### src/rtl/ram8_burst_ctrl_pkg.sv
// ram8 burst controller: shared widths and FSM encoding.
// Imported by the controller and its bench.
package ram8_ctrl_pkg;

  localparam int DATA_W = 16;
  localparam int ADDR_W = 3;
  localparam int DEPTH  = 2 ** ADDR_W;

  typedef enum logic [1:0] {
    IDLE  = 2'd0,
    WRITE = 2'd1,
    READ  = 2'd2,
    DRAIN = 2'd3
  } state_t;

endpackage

### src/rtl/ram8_burst_ctrl_if.sv
// Host side of the burst controller: command,
// write stream, read stream and status.
interface ram8_burst_ctrl_if #(
  parameter int DATA_W = 16,
  parameter int ADDR_W = 3
);

  logic              cmd_valid;
  logic              cmd_ready;
  logic              cmd_write;
  logic [ADDR_W-1:0] cmd_addr;
  logic [ADDR_W-1:0] cmd_len;

  logic [DATA_W-1:0] wr_data;
  logic              wr_valid;
  logic              wr_ready;

  logic [DATA_W-1:0] rd_data;
  logic              rd_valid;
  logic              rd_ready;

  logic              busy;
  logic              done;

  modport master (
    output cmd_valid, cmd_write,
    output cmd_addr, cmd_len,
    output wr_data, wr_valid,
    output rd_ready,
    input  cmd_ready, wr_ready,
    input  rd_data, rd_valid,
    input  busy, done
  );

  modport slave (
    input  cmd_valid, cmd_write,
    input  cmd_addr, cmd_len,
    input  wr_data, wr_valid,
    input  rd_ready,
    output cmd_ready, wr_ready,
    output rd_data, rd_valid,
    output busy, done
  );

endinterface

### src/rtl/ram8_burst_ctrl.sv
// Single-direction burst initiator for one ram8;
// addresses wrap modulo the RAM depth.
module ram8_burst_ctrl #(
  parameter int DATA_W = ram8_ctrl_pkg::DATA_W,
  parameter int ADDR_W = ram8_ctrl_pkg::ADDR_W
) (
  input  logic              clk,
  input  logic              reset,
  ram8_burst_ctrl_if.slave  host,
  output logic [DATA_W-1:0] mem_in,
  output logic [ADDR_W-1:0] mem_address,
  output logic              mem_load,
  input  logic [DATA_W-1:0] mem_out
);

  import ram8_ctrl_pkg::*;

  state_t            state_q, state_d;
  logic [ADDR_W-1:0] ptr_q, ptr_d;
  logic [ADDR_W-1:0] rem_q, rem_d;
  logic [DATA_W-1:0] rd_data_q, rd_data_d;
  logic              rd_valid_q, rd_valid_d;
  logic              done_q, done_d;
  logic              wr_hs;
  logic              fetch;

  assign wr_hs = (state_q == WRITE) && host.wr_valid;
  // Refill the output register when it is empty or being drained.
  assign fetch = (state_q == READ) &&
                 (!rd_valid_q || host.rd_ready);

  always_ff @(posedge clk or posedge reset) begin
    if (reset) begin
      state_q    <= IDLE;
      ptr_q      <= '0;
      rem_q      <= '0;
      rd_data_q  <= '0;
      rd_valid_q <= 1'b0;
      done_q     <= 1'b0;
    end else begin
      state_q    <= state_d;
      ptr_q      <= ptr_d;
      rem_q      <= rem_d;
      rd_data_q  <= rd_data_d;
      rd_valid_q <= rd_valid_d;
      done_q     <= done_d;
    end
  end

  always_comb begin
    state_d    = state_q;
    ptr_d      = ptr_q;
    rem_d      = rem_q;
    rd_data_d  = rd_data_q;
    rd_valid_d = rd_valid_q;
    done_d     = 1'b0;
    unique case (state_q)
      IDLE: begin
        if (host.cmd_valid) begin
          ptr_d   = host.cmd_addr;
          rem_d   = host.cmd_len;
          state_d = host.cmd_write ? WRITE : READ;
        end
      end
      WRITE: begin
        if (wr_hs) begin
          ptr_d = ptr_q + 1'b1;
          if (rem_q == '0) begin
            state_d = IDLE;
            done_d  = 1'b1;
          end else begin
            rem_d = rem_q - 1'b1;
          end
        end
      end
      READ: begin
        if (fetch) begin
          rd_data_d  = mem_out;
          rd_valid_d = 1'b1;
          ptr_d      = ptr_q + 1'b1;
          if (rem_q == '0) state_d = DRAIN;
          else rem_d = rem_q - 1'b1;
        end
      end
      DRAIN: begin
        if (host.rd_ready) begin
          rd_valid_d = 1'b0;
          done_d     = 1'b1;
          state_d    = IDLE;
        end
      end
      default: state_d = IDLE;
    endcase
  end

  assign host.cmd_ready = (state_q == IDLE);
  assign host.wr_ready  = (state_q == WRITE);
  assign host.rd_data   = rd_data_q;
  assign host.rd_valid  = rd_valid_q;
  assign host.busy      = (state_q != IDLE);
  assign host.done      = done_q;

  assign mem_address = ptr_q;
  assign mem_in      = host.wr_data;
  assign mem_load    = wr_hs;

endmodule

### src/flat_wrapper.sv
// flat-port wrapper written by rule: the top's interface ports become plain ports
module ram8_burst_ctrl_flat import ram8_ctrl_pkg::*;
#(
  parameter int DATA_W = ram8_ctrl_pkg::DATA_W,
  parameter int ADDR_W = ram8_ctrl_pkg::ADDR_W
)
  (clk, reset, mem_in, mem_address, mem_load, mem_out, host_cmd_valid, host_cmd_write, host_cmd_addr, host_cmd_len, host_wr_data, host_wr_valid, host_rd_ready, host_cmd_ready, host_wr_ready, host_rd_data, host_rd_valid, host_busy, host_done);
  ram8_burst_ctrl_if #(.DATA_W(DATA_W), .ADDR_W(ADDR_W)) host_i ();
  input  logic clk;
  input  logic reset;
  output logic [DATA_W-1:0] mem_in;
  output logic [ADDR_W-1:0] mem_address;
  output logic mem_load;
  input  logic [DATA_W-1:0] mem_out;
  input wire logic [$bits(host_i.cmd_valid)-1:0] host_cmd_valid;
  input wire logic [$bits(host_i.cmd_write)-1:0] host_cmd_write;
  input wire logic [$bits(host_i.cmd_addr)-1:0] host_cmd_addr;
  input wire logic [$bits(host_i.cmd_len)-1:0] host_cmd_len;
  input wire logic [$bits(host_i.wr_data)-1:0] host_wr_data;
  input wire logic [$bits(host_i.wr_valid)-1:0] host_wr_valid;
  input wire logic [$bits(host_i.rd_ready)-1:0] host_rd_ready;
  output wire logic [$bits(host_i.cmd_ready)-1:0] host_cmd_ready;
  output wire logic [$bits(host_i.wr_ready)-1:0] host_wr_ready;
  output wire logic [$bits(host_i.rd_data)-1:0] host_rd_data;
  output wire logic [$bits(host_i.rd_valid)-1:0] host_rd_valid;
  output wire logic [$bits(host_i.busy)-1:0] host_busy;
  output wire logic [$bits(host_i.done)-1:0] host_done;
  assign host_i.cmd_valid = host_cmd_valid;
  assign host_i.cmd_write = host_cmd_write;
  assign host_i.cmd_addr = host_cmd_addr;
  assign host_i.cmd_len = host_cmd_len;
  assign host_i.wr_data = host_wr_data;
  assign host_i.wr_valid = host_wr_valid;
  assign host_i.rd_ready = host_rd_ready;
  assign host_cmd_ready = host_i.cmd_ready;
  assign host_wr_ready = host_i.wr_ready;
  assign host_rd_data = host_i.rd_data;
  assign host_rd_valid = host_i.rd_valid;
  assign host_busy = host_i.busy;
  assign host_done = host_i.done;
  ram8_burst_ctrl #(.DATA_W(DATA_W), .ADDR_W(ADDR_W)) u_core (.clk(clk), .reset(reset), .host(host_i), .mem_in(mem_in), .mem_address(mem_address), .mem_load(mem_load), .mem_out(mem_out));
endmodule
### config.mk
export PLATFORM = sky130hd
export DESIGN_NAME = ram8_burst_ctrl_flat
export DESIGN_NICKNAME = d
export VERILOG_FILES = /design/src/rtl/ram8_burst_ctrl_pkg.sv /design/src/rtl/ram8_burst_ctrl_if.sv /design/src/rtl/ram8_burst_ctrl.sv /design/src/flat_wrapper.sv
export SDC_FILE = /design/constraint.sdc
export NUM_CORES = 1
export LEC_CHECK = 0
export ABC_AREA = 0
export CAP_MARGIN = 30
export CORE_UTILIZATION = 34
export DETAILED_ROUTE_END_ITERATION = 8
export GPL_TIMING_DRIVEN = 0
export PLACE_DENSITY = 0.83
export SLEW_MARGIN = 0
export SYNTH_ARGS = -nofsm -noshare
export SYNTH_HDL_FRONTEND = slang
export SYNTH_SLANG_ARGS = --single-unit
### constraint.sdc
create_clock -name clk -period 1.7 [get_ports clk]
set_input_delay 0.17 -clock clk [delete_from_list [all_inputs] [get_ports clk]]
set_output_delay 0.17 -clock clk [all_outputs]
set_load 0.1 [all_outputs]
==> results.sh <==
export IMPL_antenna_left=0
export IMPL_cts_tree="yes"
export IMPL_hold_viol=0
export IMPL_worst_path_buf_inv=2
export IMPL_hpwl_um=2260
export IMPL_status="complete, but fails checks"
export IMPL_fin_skew_ns=0.00386
export IMPL_fp_dieW_um=66.7
export IMPL_wirelength_um=2850
export IMPL_place_congestion=0.723
export IMPL_path_depth=7
export IMPL_relSlewSlack_pct=35.1
export IMPL_final_core_util_pct=57.6
export IMPL_ys_types=27
export IMPL_top_usage_layer="met2"
export IMPL_use_met2_pct=25.5
export IMPL_worstPathMaxFanout=6
export IMPL_viasPerCell=4.50
export IMPL_diodes=0
export IMPL_synth_fp_nets=176
export IMPL_die_area_um2=4450
export IMPL_worstMarginPinSlew_ns=0.978
export IMPL_grtUsageTotal_pct=13.2
export IMPL_cts_hold_fix_buffers=0
export IMPL_cp_slowest_cell="dfrtp_2"
export IMPL_drive_gt1_share_pct=34.0
export IMPL_grt_ovfl_total=0
export IMPL_fin_tns_setup_ns=-0.0267
export IMPL_setup_viol=1
export IMPL_clock_path_buffers=2
export IMPL_reg2reg_depth=7
export IMPL_syn_inst=122
export IMPL_clk_pin_slew_ns=0.09
export IMPL_drt_first_pass_iters=3
export IMPL_drtIter0Drc=21
export IMPL_numCtsBuffers=3
export IMPL_cts_sinks=26
export IMPL_core_um2=4000
export IMPL_fin_nets=258
export IMPL_rsz0062_at_grt="yes"
export IMPL_synth_avg_cell_area_um2=11.7
export IMPL_fin_ws_ns=-0.0267
export IMPL_drcViolationCount=0
export IMPL_grt_pass1_vias=1099
export IMPL_final_period_utilization_pct=102
export IMPL_crit_chain="inv_4, ha_4, or2b_4, and4b_1, buf_6, nand2_4, mux2_4"
export IMPL_rows=23
export IMPL_ys_seq_area_share_pct=45.7
export IMPL_worst_ep_required_time_ns=1.86
export IMPL_grt_pass1_wl_um=4530
export IMPL_antenna_found_initial=0
export IMPL_violations="negative setup slack"
export IMPL_wl_per_cell_um=11.2
export IMPL_ios=85
export IMPL_area_delta_synth_final_pct=61.5
export IMPL_start_util_pct=35.6
export IMPL_min_period_ns=1.73
export IMPL_die_h_um=66.7
export IMPL_syn_area_um2=1430
export IMPL_cp_start_kind="flip-flop"
export IMPL_drv_slew=0
export IMPL_min_path_type="in2async"
export IMPL_path_delay_family="simple AND/OR/NAND/NOR gates"
export IMPL_crit_path_max_incr_delay_ns=0.48
export IMPL_worstSkewPairLatency_ns=0.26
export IMPL_io_buffers=68
export IMPL_crit_type="reg2reg"
export IMPL_worst_ep_arrival_time_ns=1.88
export IMPL_synth_seq_cells=26
export IMPL_max_cap_violations=0
export IMPL_critPathCaptureType="flip-flop"
export IMPL_vias=1138
export IMPL_grt_use_met3_pct=2.57
export IMPL_met1_usage_pct=14.7
export IMPL_ys_warn_count=0
export IMPL_max_freq_mhz=579
export IMPL_htreeDepth=1
export IMPL_grt_start_max_net_pins=16
export IMPL_cts_root_buf="clkbuf_8"
==> metal layers <==
| layer | up-vias | routed length (um) |
|---|---|---|
| met2 | 48 | 1440 |
| met3 | 2 | 240 |
| met1 | 532 | 1150 |
| met4 | 0 | 12 |
| li1 | 556 | - |
| met5 | - | 0 |
==> kinds of logic after synthesis <==
group / after synthesis / synth area share (%)
AO/OA/AOI/OAI: 13 / 5.62
XOR/XNOR: 1 / 0.615
adder cells (fa/ha/maj): 10 / 8.78
buffers and inverters: 29 / 12.7
flip-flops: 26 / 45.7
multiplexers: 25 / 19.3
AND/OR/NAND/NOR: 18 / 7.29
==> cells in the final DEF (no fill, tap or decap), drive strengths merged, types with 2 or more instances in the layout <==
cell type and n:
clkdlybuf4s50 43, buf 30, dfrtp 26, mux2 17
dlygate4sd2 16, inv 10, ha 10, clkbuf 10
mux2i 8, a21oi 6, nor2 6, o21ai 4
nand2 3, nand3 2, or2b 2
==> path summary, 6_finish.rpt <==
path	start	slack [ns]	end
worst min-delay path	reset	0.24	u_core.host.rd_data[6]
worst max-delay path	u_core.state_q[0]	-0.03	u_core.rem_q[2]
min in group clk	u_core.host.rd_data[11]	0.50	u_core.host.rd_data[11]
max in group asynchronous	reset	0.98	u_core.state_q[0]
worst max register to register	u_core.state_q[0]	-0.03	u_core.rem_q[2]
worst min register to register	u_core.host.rd_data[11]	0.50	u_core.host.rd_data[11]
==> flip-flops by register name, summed over array words and instances (netlist names) <==
name / flops
u_core.host.rd_valid: 1
u_core.state_q: 2
u_core.mem_address: 3
u_core.rem_q: 3
u_core.host.rd_data: 16
u_core.host.done: 1
==> layout make-up <==
| cell class | count | area [um2] |
|---|---|---|
| fillers | 361 | 1700 |
| flip-flops and latches | 26 | 653 |
| clock buffers | 4 | 55.1 |
| repair buffers | 77 | 713 |
| inverters | 10 | 40.0 |
| plain buffers | 19 | 144 |
| multi-input cells | 67 | 634 |
| well taps | 50 | 62.6 |
==> cells in the mapped netlist (all sizes together) <==
cell type	n	share of area, %
nor2b	1	0.44
and4b	1	0.70
o22ai	1	0.44
inv	10	2.6
o21ai	4	1.7
nor2	6	1.6
nand2	3	1.3
a32o	1	0.70
nand3	2	0.70
or2b	2	1.1
dfrtp	26	46
ha	10	8.8
nand3b	1	0.53
mux2i	8	5.6
xnor2	1	0.61
buf	19	10
a21oi	6	2.1
and2	1	0.44
mux2	17	14
a22o	1	0.70
nand2b	1	0.44
==> repair_timing <==
item                       4_1_cts  5_1_grt
gates resized for setup         46        9
setup endpoints to repair       37       22
setup buffers                    6        2
pin swaps                        1        1
==> through the flow <==
step           worst slack (ns)  instance area (um2)  cells  hold WS (ns)
2_1_floorplan            -0.260                 1460    122         0.210
4_1_cts                 -0.0205                 2290    251         0.268
6_report                -0.0267                 2300    253         0.245
5_1_grt                 -0.0646                 2300    253         0.294
3_5_place_dp             -0.448                 2230    241         0.491
3_3_place_gp             -0.440                 2200    240         0.486
==> worst reg2reg max path, delay by kind of cell (launching register included) <==
family                   cells  cell delay (ns)
AND/OR/NAND/NOR              3             0.49
flip-flops                   1             0.48
multiplexers                 1             0.29
buffers and inverters        2             0.24
adder cells (fa/ha/maj)      1             0.13
Power is not shown: default switching activity piles up to over one toggle a cycle in this logic, so the estimate is an artifact.
